--- config.mk ---
export PLATFORM = sky130hd
export DESIGN_NAME = load_scoreboard_flat
export DESIGN_NICKNAME = d
export VERILOG_FILES = /design/src/rtl/load_scoreboard_pkg.sv /design/src/rtl/load_scoreboard_if.sv /design/src/rtl/load_scoreboard.sv /design/src/flat_wrapper.sv
export SDC_FILE = /design/constraint.sdc
export NUM_CORES = 1
export LEC_CHECK = 0
export ABC_AREA = 1
export CELL_PAD_IN_SITES_DETAIL_PLACEMENT = 0
export CELL_PAD_IN_SITES_GLOBAL_PLACEMENT = 1
export CORE_MARGIN = 3
export CORE_UTILIZATION = 42
export DETAILED_ROUTE_END_ITERATION = 12
export GPL_TIMING_DRIVEN = 1
export PLACE_DENSITY = 0.73
export RECOVER_POWER = 50
export SLEW_MARGIN = 20
export SYNTH_ARGS = -nofsm -noshare
export SYNTH_HDL_FRONTEND = slang
export SYNTH_SLANG_ARGS = --single-unit
--- constraint.sdc ---
create_clock -name clk -period 7.5 [get_ports clk]
set_clock_uncertainty 0.1 [all_clocks]
set_input_delay 1.125 -clock clk [delete_from_list [all_inputs] [get_ports clk]]
set_output_delay 1.125 -clock clk [all_outputs]
set_load 0.01 [all_outputs]
--- src/rtl/load_scoreboard_pkg.sv ---
// Shared pipeline definitions for the decode-stage load scoreboard.
// Holds the register file geometry and the default scoreboard capacity.
package load_scoreboard_pkg;

    localparam int REG_LENGTH          = 5;
    localparam int NUM_REGS            = 32;
    localparam int CNT_WIDTH_DEF       = 2;
    localparam int MAX_OUTSTANDING_DEF = 4;

    typedef logic [REG_LENGTH-1:0] reg_idx_t;

endpackage : load_scoreboard_pkg

--- src/rtl/load_scoreboard_if.sv ---
// Decode/execute/memory-return signals seen by the load scoreboard.
// The pipeline control (master) drives issue/flush/return and reads back the stall.
interface load_scoreboard_if;
    import load_scoreboard_pkg::*;

    logic     issue_valid;
    logic     issue_is_load;
    reg_idx_t issue_rd;
    reg_idx_t rs1;
    reg_idx_t rs2;
    logic     flush_e;
    logic     ret_valid;
    reg_idx_t ret_rd;
    logic     stall_ld;
    logic     busy;
    logic     err_underflow;

    modport master (
        output issue_valid, issue_is_load, issue_rd, rs1, rs2, flush_e, ret_valid, ret_rd,
        input  stall_ld, busy, err_underflow
    );

    modport slave (
        input  issue_valid, issue_is_load, issue_rd, rs1, rs2, flush_e, ret_valid, ret_rd,
        output stall_ld, busy, err_underflow
    );

endinterface : load_scoreboard_if

--- src/rtl/load_scoreboard.sv ---
// Counts loads in flight per destination register and stalls decode on a
// dependent source read that the fixed-latency forwarding path cannot cover.
module load_scoreboard
    import load_scoreboard_pkg::*;
#(
    parameter int CNT_WIDTH       = CNT_WIDTH_DEF,
    parameter int MAX_OUTSTANDING = MAX_OUTSTANDING_DEF
) (
    input logic              clk,
    input logic              rst_n,
    load_scoreboard_if.slave sb
);

    localparam int                   TOT_W   = $clog2(MAX_OUTSTANDING + 1);
    localparam logic [CNT_WIDTH-1:0] CNT_MAX = '1;
    localparam logic [CNT_WIDTH-1:0] CNT_ONE = CNT_WIDTH'(1);

    logic [NUM_REGS-1:0][CNT_WIDTH-1:0] cnt;
    logic [NUM_REGS-1:0][CNT_WIDTH-1:0] cnt_next;
    logic [NUM_REGS-1:0]                reg_under;
    logic [TOT_W-1:0]                   total;
    logic [TOT_W-1:0]                   total_next;
    logic                               tot_under;
    logic                               ex_load_valid;
    reg_idx_t                           ex_load_rd;
    logic                               err_q;

    logic hazard1, hazard2, sat, full, stall;
    logic record, retire, unwind;

    function automatic logic [CNT_WIDTH-1:0] clamp_cnt(input logic [CNT_WIDTH:0] v);
        return (v > {1'b0, CNT_MAX}) ? CNT_MAX : v[CNT_WIDTH-1:0];
    endfunction

    // NOTE: every variable is given a value before any condition, so no latch is inferred.
    always_comb begin
        hazard1 = (sb.rs1 != '0) && (cnt[sb.rs1] != '0)
                  && !(sb.ret_valid && (sb.ret_rd == sb.rs1) && (cnt[sb.rs1] == CNT_ONE));
        hazard2 = (sb.rs2 != '0) && (cnt[sb.rs2] != '0)
                  && !(sb.ret_valid && (sb.ret_rd == sb.rs2) && (cnt[sb.rs2] == CNT_ONE));
        sat     = sb.issue_valid && sb.issue_is_load && (cnt[sb.issue_rd] == CNT_MAX);
        full    = sb.issue_valid && sb.issue_is_load
                  && (total == TOT_W'(MAX_OUTSTANDING)) && !sb.ret_valid;
        stall   = hazard1 || hazard2 || sat || full;

        record  = sb.issue_valid && sb.issue_is_load && !stall && !sb.flush_e
                  && (sb.issue_rd != '0);
        retire  = sb.ret_valid && (sb.ret_rd != '0);
        // ex_load_rd is never 0: only non-zero destinations are recorded
        unwind  = sb.flush_e && ex_load_valid;
    end

    // One increment and up to two decrements may hit the same register per cycle
    for (genvar r = 0; r < NUM_REGS; r++) begin : g_reg
        if (r == 0) begin : g_zero
            assign cnt_next[r]  = '0;
            assign reg_under[r] = 1'b0;
        end else begin : g_track
            logic               inc;
            logic [1:0]         dec;
            logic [CNT_WIDTH:0] up;

            assign inc = record && (sb.issue_rd == reg_idx_t'(r));
            assign dec = 2'(retire && (sb.ret_rd == reg_idx_t'(r)))
                       + 2'(unwind && (ex_load_rd == reg_idx_t'(r)));
            assign up  = {1'b0, cnt[r]} + (CNT_WIDTH+1)'(inc);

            assign reg_under[r] = up < (CNT_WIDTH+1)'(dec);
            assign cnt_next[r]  = reg_under[r] ? '0 : clamp_cnt(up - (CNT_WIDTH+1)'(dec));
        end
    end

    always_comb begin
        logic [TOT_W:0] tot_up;
        logic [1:0]     tot_dec;
        tot_up     = {1'b0, total} + (TOT_W+1)'(record);
        tot_dec    = 2'(retire) + 2'(unwind);
        tot_under  = tot_up < (TOT_W+1)'(tot_dec);
        total_next = tot_under ? '0 : TOT_W'(tot_up - (TOT_W+1)'(tot_dec));
    end

    // NOTE: non-blocking assignments so every register updates from pre-edge values.
    always_ff @(posedge clk or negedge rst_n) begin
        if (!rst_n) begin
            // NOTE: the counter array is reset, unlike a RAM, since a stale count would stall decode forever.
            cnt           <= '0;
            total         <= '0;
            ex_load_valid <= 1'b0;
            ex_load_rd    <= '0;
            err_q         <= 1'b0;
        end else begin
            cnt           <= cnt_next;
            total         <= total_next;
            ex_load_valid <= record;
            if (record) begin
                ex_load_rd <= sb.issue_rd;
            end
            err_q         <= err_q || (|reg_under) || tot_under;
        end
    end

    assign sb.stall_ld      = stall;
    assign sb.busy          = (total != '0);
    assign sb.err_underflow = err_q;

endmodule : load_scoreboard

--- src/flat_wrapper.sv ---
// flat-port wrapper written by rule: the top's interface ports become plain ports
module load_scoreboard_flat import load_scoreboard_pkg::*;
#(
    parameter int CNT_WIDTH       = CNT_WIDTH_DEF,
    parameter int MAX_OUTSTANDING = MAX_OUTSTANDING_DEF
)
  (clk, rst_n, sb_issue_valid, sb_issue_is_load, sb_issue_rd, sb_rs1, sb_rs2, sb_flush_e, sb_ret_valid, sb_ret_rd, sb_stall_ld, sb_busy, sb_err_underflow);
  load_scoreboard_if sb_i ();
  input logic clk;
  input logic rst_n;
  input wire logic [$bits(sb_i.issue_valid)-1:0] sb_issue_valid;
  input wire logic [$bits(sb_i.issue_is_load)-1:0] sb_issue_is_load;
  input wire logic [$bits(sb_i.issue_rd)-1:0] sb_issue_rd;
  input wire logic [$bits(sb_i.rs1)-1:0] sb_rs1;
  input wire logic [$bits(sb_i.rs2)-1:0] sb_rs2;
  input wire logic [$bits(sb_i.flush_e)-1:0] sb_flush_e;
  input wire logic [$bits(sb_i.ret_valid)-1:0] sb_ret_valid;
  input wire logic [$bits(sb_i.ret_rd)-1:0] sb_ret_rd;
  output wire logic [$bits(sb_i.stall_ld)-1:0] sb_stall_ld;
  output wire logic [$bits(sb_i.busy)-1:0] sb_busy;
  output wire logic [$bits(sb_i.err_underflow)-1:0] sb_err_underflow;
  assign sb_i.issue_valid = sb_issue_valid;
  assign sb_i.issue_is_load = sb_issue_is_load;
  assign sb_i.issue_rd = sb_issue_rd;
  assign sb_i.rs1 = sb_rs1;
  assign sb_i.rs2 = sb_rs2;
  assign sb_i.flush_e = sb_flush_e;
  assign sb_i.ret_valid = sb_ret_valid;
  assign sb_i.ret_rd = sb_ret_rd;
  assign sb_stall_ld = sb_i.stall_ld;
  assign sb_busy = sb_i.busy;
  assign sb_err_underflow = sb_i.err_underflow;
  load_scoreboard #(.CNT_WIDTH(CNT_WIDTH), .MAX_OUTSTANDING(MAX_OUTSTANDING)) u_core (.clk(clk), .rst_n(rst_n), .sb(sb_i));
endmodule
# Word-level counts from Yosys, hierarchy flattened
# Index checks and enable logic that the tools add are counted.
word_totals:
  regBits: 72
  input_bits: 26
  out_inout_bits: 3
  elab_cells: 493
op_classes:
  n_addsub: 96
  order_cmp: 66
  eq_ne: 99
  mux: 69
  n_reduce_logical: 128
op_table:
  columns: ["cell", "n"]
  rows:
  - ["5-bit equality test, second input constant", 48]
  - ["2-bit two-way mux", 65]
  - ["5-bit by 4-bit equality test with 1-bit output, second input constant", 24]
  - ["1-bit logical AND", 110]
  - ["3-bit by 2-bit subtractor with 3-bit output", 32]
  - ["2-bit by 1-bit adder with 3-bit output", 31]
  - ["3-bit by 2-bit > comparator with 1-bit output, second input constant", 31]
  - ["3-bit by 2-bit less-than comparator with 1-bit output", 31]
  - ["1-bit by 1-bit adder with 2-bit output", 32]
  - ["5-bit by 3-bit equality test with 1-bit output, second input constant", 12]
  - ["31-bit OR reduction", 1]
  - ["2-bit binary-select mux with 5-bit select", 3]
  - ["5-bit by 2-bit equality test with 1-bit output, second input constant", 6]
  - ["5-bit nonzero test", 4]
  - ["5-bit by 6-bit less-than comparator with 1-bit output, second input constant", 3]
  - ["5-bit by 1-bit equality test with 1-bit output, second input constant", 3]
  - ["5-bit equality test", 2]
  - ["1-bit zero test", 5]
  - ["1-bit logical OR", 5]
  - ["3-bit by 1-bit adder with 4-bit output", 1]
  - ["2-bit by 1-bit equality test with 1-bit output, second input constant", 2]
  - ["4-bit by 2-bit less-than comparator with 1-bit output", 1]
  - ["2-bit nonzero test", 2]
  - ["3-bit equality test, second input constant", 1]
  - ["3 further kinds", 3]

# Depth between registers and ports, before layout
# Gate-level depths: netlist of the first run.
logic_depth:
  depth_word: 19
  mapped_depth: 27

# Worst setup path after synthesis of the first run
# OpenSTA, ideal clock, no wires.
synth_timing:
  path_kind: "input -> register"
  from: "in sb_issue_rd[0]"
  to: "reg u_core.err_q (netlist: u_core.sb.err_underflow)"
  setup_time_ps: 136
  arrival_time_ps: 3895
  required_ps: 7264
  slack_ps: 3369
  stages: 22
  path_buffers: 3
  path_cell_list: "buf_2 buf_4 nor2_1 nand2_1 nand3_1 nand2_1 nand2_1 o21ai_1 nand2_1 nand2_1 nor2_1 nor2_4 nand4_4 buf_6 nor2_1 ha_1 fa_1 nand2_1 o21bai_1 nand4_1 nor4_1 nand3_1"
synth_between:
  elab_chain_cells: 16
  elab_cells_between_ends: 140
  cone_classes: "add/sub (32); order compare (32); eq/ne (32); mux (2); reduce/logical (42)"
synth_lines:
  columns: ["item", "line", "rtl"]
  rows:
  - ["start: declaration", "flat_wrapper.sv:13", "input wire logic [$bits(sb_i.issue_rd)-1:0] sb_issue_rd;"]
  - ["2-bit binary-select mux with 5-bit select", "load_scoreboard.sv:41", "sat = sb.issue_valid && sb.issue_is_load && (cnt[sb.issue_rd] == CNT_MAX);"]
  - ["2-bit two-way mux (not written as such)", "load_scoreboard.sv:41", null]
  - ["2-bit equality test", "load_scoreboard.sv:41", null]
  - ["1-bit logical AND", "load_scoreboard.sv:41", null]
  - ["1-bit logical OR (2 in series)", "load_scoreboard.sv:44", "stall = hazard1 || hazard2 || sat || full;"]
  - ["1-bit zero test", "load_scoreboard.sv:46", "record = sb.issue_valid && sb.issue_is_load && !stall && !sb.flush_e"]
  - ["1-bit logical AND (2 in series)", "load_scoreboard.sv:46", null]
  - ["1-bit logical AND", "load_scoreboard.sv:47", "&& (sb.issue_rd != '0);"]
  - ["1-bit logical AND", "load_scoreboard.sv:63", "assign inc = record && (sb.issue_rd == reg_idx_t'(r));"]
  - ["2-bit by 1-bit adder with 3-bit output", "load_scoreboard.sv:66", "assign up = {1'b0, cnt[r]} + (CNT_WIDTH+1)'(inc);"]
  - ["3-bit by 2-bit less-than comparator with 1-bit output", "load_scoreboard.sv:68", "assign reg_under[r] = up < (CNT_WIDTH+1)'(dec);"]
  - ["31-bit OR reduction", "load_scoreboard.sv:98", "err_q <= err_q || (|reg_under) || tot_under;"]
  - ["1-bit logical OR", "load_scoreboard.sv:98", null]
  - ["1-bit logical OR (*)", "load_scoreboard.sv:98", null]
  - ["end signal: assignment", "load_scoreboard.sv:98", null]
  - ["end: declaration", "load_scoreboard.sv:26", "logic err_q;"]
# Every way passes the cells marked *; elsewhere a longest branch is shown, timed or not. The select of a mux whose other input is x is not followed.
# A chain may end at the register's enable or synchronous reset.

# Worst setup path after layout of the first run
layout_timing:
  from: "in sb_issue_rd[1]"
  to: "reg u_core.err_q (netlist: u_core.sb.err_underflow)"
# The elaborated chain is that of the path after synthesis.

==> results.cfg, run 1 <==
[sta]
fin_tns_setup_ps = 0
slew-limit-headroom_pct = -110.6
min_period_ps = 6227
finalSetupViolCount = 0
drv_slew = 55
hold_viol_final = 0
whs_ps = 475.2
worstMarginPinSlew_ps = 3160
timing.final.crit_share_pct = 83.03
rsz0062_at_grt = false
max_freq_mhz = 160.6
setup_ws_ps = 1273

[routing]
wl_um = 31770
drtAntennaViolNets = 0
drc_errors = 0
wl_met2_um = 13610
first_iter_violations = 828
wl_met3_um = 2346
dr.pass1.iters = 6
top_layer_used = met4
wl_met1_um = 14910
vias = 8701
wl_per_cell_um = 18.83
vias_per_cell = 5.158

[critical_path]
cpMostUsedCell = nand2_1
cp.required_ps = 7580
slowest_delay_ps = 970
worst_path_max_delay_cell = clkdlybuf4s50_1
worstRegToRegCells = 22
cp-end-kind = register
crit_type = primary input to register
cp_max_fo = 19
cp.arrival_ps = 6310
start_kind = primary input
critical_path.cell_chain = clkdlybuf4s50_1 > inv_2 > nor2_1 > nand2_1 > nand3_1 > nand2_1 > nand2_1 > o21ai_1 > nand2_1 > nand2_1 > nor2_1 > nor2_4 > nand4_4 > nor2_1 > ha_1 > fa_1 > nand2_1 > o21bai_1 > nand4_1 > nor4_1 > nand3_1

[die]
die_h_um = 157.1
die_w_um = 157.1
start_util_pct = 43.27
die_area_um2 = 24680
pin_count = 29
rows = 54
fp.coreArea_um2 = 22160

[power_and_ir_drop]
powerDensity_nw_per_um2 = 237.8
ir_drop_uv = 127.8
p_leak_uw = 0.005844
power_uw = 2474

[global_route]
grt_use_total_pct = 26.87
grt_first_pass_wirelength_um = 49850
grt_max_degree = 55
antenna_found_initial = 0
grt_pass1_vias = 8628
grt-ovfl-total = 0

[logic_synthesis]
synth_compound_area_share_pct = 8.220
synth_top_family_by_area = adder cells
syn_nets = 1609
syn_avg_cell_area_um2 = 6.889
synth_area_leaders = dfrtp_1 19%, ha_1 17%, nand2_1 16%
yosysWarnings = 0
synth-seq-cells = 72
syn_area_um2 = 9589
synth_fa_ha_area_share_pct = 29.85
synthSimpleGateAreaFrac_pct = 26.40
ys_types = 31
synthesis.instances = 1392
synthMuxAreaShare_pct = 0
synthXorXnorAreaFrac_pct = 3.197
synth.top_cell.area_share_pct = 18.79
synth_top_area_cell = dfrtp_1
ys_seq_area_share_pct = 18.79

[finish]
syn2layout_area_growth_pct = 8.455
final_common_cell = nand2_1
regArea_um2 = 1802
multi_input_area_um2 = 6489
nets = 1619
layout-drive-gt1-share_pct = 3.056
nFillCells = 2306
final_cell_mix = 398 x nand2_1, 288 x inv_1, 137 x nor2_1
final_util_pct = 46.93
num_antenna_cells = 0

[worst_hold_path]
min_path_cells = 4
worstHoldPathType = register to register

[clock_network]
post_cts_resized = 0
cts.sinks = 72
cts_tree = yes
htreeDepth = 3
holdBufCountCts = 0
numCtsBuffers = 9
clock_latency_ps = 360
root_buffer = clkbuf_16
clock_path_buffers = 2
post_cts_buffers = 0
path_clk_slew_ps = 70

[placed_design]
place_hpwl_um = 25810
portBuffers = 28
gp_congestion = 0.9139
pre_cts_ws_ps = 910.7

[run]
cap_violations = 1

[status]
outcome = finished, violations left
violations = max-capacitance violations, max-slew violations
-- where the power goes --
group,internal [uW],total [uW],switching (uW)
Sequential,538,846,309
Clock,306,507,201
Combinational,432,1120,688
-- layout make-up --
class                           instances  area share (%)
Timing Repair Buffer                   34           3.032
Inverter                              295           10.65
Multi-Input combinational cell        990           62.39
Tap cell                              280           3.369
Clock buffer                           10           2.298
Sequential cell                        72           17.32
Clock inverter                          6          0.9384
-- worst max-delay path: cells and delay by family --
family	cells	cell delay (ps)
fa+ha+maj	2	750
compound gates	2	280
buf+inv	2	1300
simple gates	15	2830
-- through the flow --
| step | cell area, um^2 | std cells |
|---|---|---|
| after global routing | 10400 | 1687 |
| after CTS | 10410 | 1687 |
| after global placement | 10070 | 1671 |
| after floorplan | 9589 | 1392 |
| after detailed placement | 10070 | 1671 |
| final | 10400 | 1687 |
-- path summary, 6_finish.rpt --
path | startpoint | to | slack (ps)
setup / recovery | sb_issue_rd[1] | u_core.sb.err_underflow | 1270
hold / removal | u_core.ex_load_rd[4] | u_core.ex_load_rd[4] | 480
setup reg to reg | u_core.cnt[20] | u_core.sb.err_underflow | 2960
hold reg to reg | u_core.ex_load_rd[4] | u_core.ex_load_rd[4] | 480
max in group asynchronous | rst_n | u_core.ex_load_rd[1] | 2780
min in group asynchronous | rst_n | u_core.cnt[17] | 920
-- synthesized netlist by cell type --
cell type and instances:
xor2_1 2, o21ai_0 85, a31oi_1 2, o211ai_1 2, clkinv_1 2, inv_2 5, fa_1 63, nor3_1 3
nand4_1 11, o21ai_1 2, a221oi_1 2, nand2_1 398, ha_1 128, or2_2 1, nor2_4 2, nand3_1 68
nor2_1 137, buf_6 2, buf_2 18, nand4_4 3, a31o_2 11, inv_1 288, nor4_1 1, buf_4 6
dfrtp_1 72, a21oi_1 22, o21bai_1 10, a211oi_1 1, xnor2_1 33, clkbuf_1 9, o22ai_1 3
-- per-layer routing --
metal  vias up  global-route usage [%]
met4         0                   7.066
li1       4296                       -
met3        38                   4.042
met5         -                       0
met1      4053                   39.87
met2       314                   41.01
-- sequential cells by signal, indices dropped and copies added, names as in the netlist --
name                     cells
u_core.cnt                  62
u_core.ex_load_valid         1
u_core.sb.err_underflow      1
u_core.total                 3
u_core.ex_load_rd            5
-- cells by family after synthesis --
group                    after synthesis
AND/OR/NAND/NOR                      624
buffers and inverters                330
adder cells (fa/ha/maj)              191
AO/OA/AOI/OAI                        140
flip-flops                            72
XOR/XNOR                              35
No activity file was read; power rests on OpenSTA's default activity.
==> inputs of run 2 (changes only) <==
--- a/config.mk
+++ b/config.mk
@@ -12,7 +12,7 @@
 export CORE_UTILIZATION = 42
 export DETAILED_ROUTE_END_ITERATION = 12
 export GPL_TIMING_DRIVEN = 1
-export PLACE_DENSITY = 0.73
+export PLACE_DENSITY = 0.76
 export RECOVER_POWER = 50
 export SLEW_MARGIN = 20
 export SYNTH_ARGS = -nofsm -noshare
==> constraint.sdc (replaced) <==
create_clock -name clk -period 5.7 [get_ports clk]
set_clock_uncertainty 0.1 [all_clocks]
set_input_delay 0.855 -clock clk [delete_from_list [all_inputs] [get_ports clk]]
set_output_delay 0.855 -clock clk [all_outputs]
set_load 0.01 [all_outputs]
==> run 2 against run 1 <==
Effect of this change: the flow still finishes with violations (max-capacitance violations, max-slew violations); total power is 31% higher; largest cell class unchanged; critical endpoint unchanged; global-route usage is 0.46 points lower; via count is 1.6% higher; critical path depth is 1 lower; combinational power is 33% higher; wire length is 1.9% lower; critical path type unchanged; largest power group unchanged.
==> results.cfg, run 2 (synthesis results as in run 1) <==
[clock_network]
holdBufCountCts = 0
htreeDepth = 3
path_clk_slew_ps = 60
root_buffer = clkbuf_16
clock_path_buffers = 2
clock_latency_ps = 360
cts.sinks = 72
numCtsBuffers = 9
post_cts_buffers = 0
post_cts_resized = 0
cts_tree = yes

[routing]
drc_errors = 0
wl_per_cell_um = 18.34
first_iter_violations = 669
wl_um = 31150
vias_per_cell = 5.201
vias = 8837
dr.pass1.iters = 7
drtAntennaViolNets = 0

[placed_design]
place_hpwl_um = 25440
portBuffers = 28
gp_congestion = 0.9314
post_dp_cell_area_um2 = 10170

[critical_path]
start_kind = primary input
critical_path.cell_chain = clkdlybuf4s50_1 > inv_1 > nor2_1 > nand2_1 > nand2_1 > o21ai_0 > nand2_1 > nand2_1 > nor2_1 > nor2_4 > nand4_4 > buf_4 > nor2_1 > ha_1 > fa_1 > nand2_1 > o21bai_1 > nand4_1 > nor3_1 > nand3_1
cp.required_ps = 5820
cp.arrival_ps = 4900
cp-end-kind = register
crit_type = primary input to register
cp_max_fo = 15
cpMostUsedCell = nand2_1
slowest_delay_ps = 600
worst_path_max_delay_cell = clkdlybuf4s50_1

[finish]
final_cell_mix = 398 x nand2_1, 288 x inv_1, 137 x nor2_1
num_antenna_cells = 0
reg.largest.list = u_core.cnt: 62 flops, u_core.ex_load_rd: 5 flops, u_core.total: 3 flops
final_util_pct = 47.30
syn2layout_area_growth_pct = 9.303
nets = 1632
regMostFlops = u_core.cnt
final_common_cell = nand2_1
layout-drive-gt1-share_pct = 3.876
final_cell_area_um2 = 10480
largest_register_ffs = 62

[die]
pin_count = 29
die_h_um = 157.1
start_util_pct = 43.27
die_area_um2 = 24680
fp.coreArea_um2 = 22160
die_w_um = 157.1
rows = 54

[sta]
drv_slew = 75
slew-limit-headroom_pct = -81.38
finalSetupViolCount = 0
whs_ps = 473.4
hold_viol_final = 0
rsz0062_at_grt = false
fin_tns_setup_ps = 0
timing.final.crit_share_pct = 83.99
worstMarginPinSlew_ps = 2721
max_freq_mhz = 208.9
min_period_ps = 4788

[global_route]
grt_max_degree = 47
grt-ovfl-total = 0
grt_use_total_pct = 26.40
antenna_found_initial = 0
grt_first_pass_wirelength_um = 49400
grt_pass1_vias = 8773

[power_and_ir_drop]
p_leak_uw = 0.005895
powerDensity_nw_per_um2 = 308.7
power_uw = 3235
ir_drop_uv = 165.3

[status]
outcome = finished, violations left
violations = max-capacitance violations, max-slew violations

[worst_hold_path]
worstHoldPathType = register to register

[run]
cap_violations = 2
-- run 2: final timing paths --
| path | startpoint | endpoint | slack [ps] | depth (start not counted) |
|---|---|---|---|---|
| worst max register to register | u_core.cnt[21] | u_core.sb.err_underflow | 1840 | 21 |
| min in group asynchronous | rst_n | u_core.cnt[11] | 860 | 1 |
| worst max-delay path | sb_issue_rd[2] | u_core.sb.err_underflow | 910 | 20 |
| worst min register to register | u_core.ex_load_rd[0] | u_core.ex_load_rd[0] | 470 | 2 |
| worst min-delay path | u_core.ex_load_rd[0] | u_core.ex_load_rd[0] | 470 | 2 |
| max in group asynchronous | rst_n | u_core.total[2] | 1320 | 2 |
-- run 2: final cells by class --
class,count,area [um^2]
Multi-Input combinational cell,990,6489
Fill cell,2348,11680
Clock inverter,5,81.33
Sequential cell,72,1802
Clock buffer,10,239.0
Inverter,295,1107
Tap cell,280,350.3
Timing Repair Buffer,47,412.9
-- run 2: critical path: cells and delay by family --
family	cells	cell delay, ps
AND/OR/NAND/NOR	13	2020
AO/OA/AOI/OAI	2	330
adder cells (fa/ha/maj)	2	740
buffers and inverters	3	940
-- run 2: metrics by stage --
step | worst slack, ps | std cells
CTS | 954.3 | 1699
finish | 912.5 | 1699
global route | 579.6 | 1699
global placement | 603.2 | 1684
floorplan | 1839 | 1392
detailed placement | 611.9 | 1684
-- run 2: routing by layer --
layer	track usage, %	share of wire (%)
met1	39.44	48
met2	40.45	43
met3	3.904	7.4
met4	6.033	1.6
met5	0	0
-- run 2: report_power, final --
group / leakage [uW] / switching, uW / internal (uW)
Combinational: 0.00479 / 913 / 574
Sequential: 0.000950 / 386 / 708
Clock: 0.000155 / 260 / 394
Total: 0.00589 / 1560 / 1680
==> inputs of run 3 (changes only) <==
==> constraint.sdc (replaced) <==
create_clock -name clk -period 3.9 [get_ports clk]
set_clock_uncertainty 0.1 [all_clocks]
set_input_delay 0.585 -clock clk [delete_from_list [all_inputs] [get_ports clk]]
set_output_delay 0.585 -clock clk [all_outputs]
set_load 0.01 [all_outputs]
==> run 3 against run 2 <==
Effect of this change: the flow still finishes with violations (max-capacitance violations, max-slew violations); largest cell class unchanged; critical path type unchanged; setup slack got worse by 780 ps; via count grew 7.2%; non-clock buffer count rose by 142; largest power group unchanged; wire length increased by 6.9%.
==> results.cfg, run 3 (synthesis results as in run 1) <==
[status]
outcome = finished, violations left
violations = max-capacitance violations, max-slew violations

[clock_network]
holdBufCountCts = 0
htreeDepth = 3
numCtsBuffers = 9
clock_latency_ps = 350
cts.sinks = 72
path_clk_slew_ps = 70
cts_tree = yes
clock_path_buffers = 2
root_buffer = clkbuf_16

[sta]
max_freq_mhz = 265.5
min_period_ps = 3767
slew-limit-headroom_pct = -37.53
finalSetupViolCount = 0
setup_ws_ps = 133.0
whs_ps = 475.2
worstMarginPinSlew_ps = 2063
rsz0062_at_grt = true
timing.final.crit_share_pct = 96.59
drv_slew = 73
hold_viol_final = 0

[routing]
dr.pass1.iters = 5
vias = 9474
wl_per_cell_um = 18.05
first_iter_violations = 854
drc_errors = 0
drtAntennaViolNets = 0
wl_um = 33290
vias_per_cell = 5.138

[finish]
regMostFlops = u_core.cnt
reg.largest.list = u_core.cnt: 62 flops, u_core.ex_load_rd: 5 flops, u_core.total: 3 flops
multi_input_area_um2 = 6665
nFillCells = 2226
nets = 1776
regArea_um2 = 1803
largest_register_ffs = 62
syn2layout_area_growth_pct = 23.68
final_common_cell = nand2_1
final_cell_mix = 397 x nand2_1, 281 x inv_1, 138 x buf_4
num_antenna_cells = 0
layout-drive-gt1-share_pct = 16.05

[die]
start_util_pct = 43.27
fp.coreArea_um2 = 22160
pin_count = 29
die_w_um = 157.1
die_h_um = 157.1
die_area_um2 = 24680
rows = 54

[global_route]
grt_first_pass_wirelength_um = 51830
antenna_found_initial = 0
grt_max_degree = 73
grt_use_total_pct = 27.66
grt_pass1_vias = 9276
grt-ovfl-total = 0

[critical_path]
cp_max_fo = 8
r2r_slack_ps = 170
cp.required_ps = 4040
reg2reg_to = u_core.cnt[47]
worstRegToRegCells = 23
start_kind = primary input
crit_type = primary input to register
r2r_start = u_core.cnt[61]
cp-end-kind = register
cp.arrival_ps = 3910

[power_and_ir_drop]
p_leak_uw = 0.006688
ir_drop_uv = 300.1
powerDensity_nw_per_um2 = 422.0

[run]
cap_violations = 1

[placed_design]
pre_cts_ws_ps = -847.1
place_hpwl_um = 26760
portBuffers = 28
gp_congestion = 0.9222

[worst_hold_path]
worstHoldPathType = register to register
hold_path_end = u_core.ex_load_rd[4]
min_path_cells = 4
hp-start = u_core.ex_load_rd[4]
==> run 3: changes by cell type in the layout (fill, tap and decap cells not counted), moves of 7 or more <==
| cell | previous run | this run |
|---|---|---|
| buf_4 | 18 | 138 |
| buf_6 | 0 | 14 |
| clkdlybuf4s50_1 | 26 | 13 |
| ha_1 | 128 | 118 |
| ha_2 | 0 | 9 |
| inv_1 | 288 | 281 |
| nor2_1 | 137 | 125 |
| nor2_2 | 0 | 9 |
| o21ai_0 | 85 | 75 |
| o21ai_1 | 2 | 10 |
==> run 3: metal layers <==
metal | wire (um) | vias up | GRT usage [%] | part of all wire (%)
met2 | 14670 | 333 | 42.66 | 44
met1 | 14920 | 4457 | 39.20 | 45
met3 | 2719 | 62 | 5.362 | 8.2
li1 | - | 4622 | - | -
met5 | 0 | - | 0 | 0
met4 | 990 | 0 | 8.967 | 3.0
==> run 3: worst max-delay path by stage <==
stage,end,cells past startpoint,from
after floorplan,u_core.sb.err_underflow,22,sb_issue_rd[0]
after global placement,u_core.sb.err_underflow,22,sb_issue_rd[0]
after detailed placement,u_core.sb.err_underflow,22,sb_issue_rd[0]
after CTS,u_core.cnt[46],28,sb_rs2[0]
after global routing,u_core.cnt[44],24,sb_issue_rd[1]
final,u_core.cnt[47],25,sb_issue_rd[1]
==> run 3: area by class of cell <==
type | instances | share of cell area [%]
Clock buffer | 10 | 1.931
Clock inverter | 6 | 0.5802
Inverter | 295 | 9.442
Multi-Input combinational cell | 991 | 56.20
Sequential cell | 72 | 15.20
Tap cell | 280 | 2.954
Timing Repair Buffer | 189 | 13.62
Timing Repair inverter | 1 | 0.07385
==> run 3: what timing repair did <==
item,CTS,global route
resized for setup,69,44
gates cloned,2,2
pin swaps,15,16
buffers inserted,16,4
endpoints found under the setup margin,66,66
==> run 3: worst max-delay path, stage by stage <==
cell and delay, ps:
dlygate4sd2_1 240, buf_6 160, inv_8 90, nor2_1 50, nand2_1 60, nand3_1 80, nand2_1 60, nand2_1 70
o21ai_2 130, nand2_1 90, nand2_1 100, nor2_2 50, nor2_4 200, nand4_4 250, buf_6 220, buf_4 150
nor2_4 70, ha_2 270, inv_2 70, ha_4 140, inv_2 40, fa_2 390, xnor2_2 150, o21ai_1 120
inv_1 50
==> run 3: report_power, final <==
group	switching (uW)	internal, uW	leakage, uW
Combinational	1430	1050	0.00560
Clock	389	501	0.000143
Sequential	599	1030	0.000948
==> run 3: stage by stage <==
step	power (uW)	TNS (ps)	instance area [um^2]	utilization [%]	cells
global placement	3861	-36790	11110	50.12	1804
detailed placement	3908	-39140	11110	50.12	1804
CTS	4939	0	11720	52.90	1838
global route	5463	-148.6	11860	53.52	1844
floorplan	2888	0	9589	-	1392
finish	5005	0	11860	53.52	1844
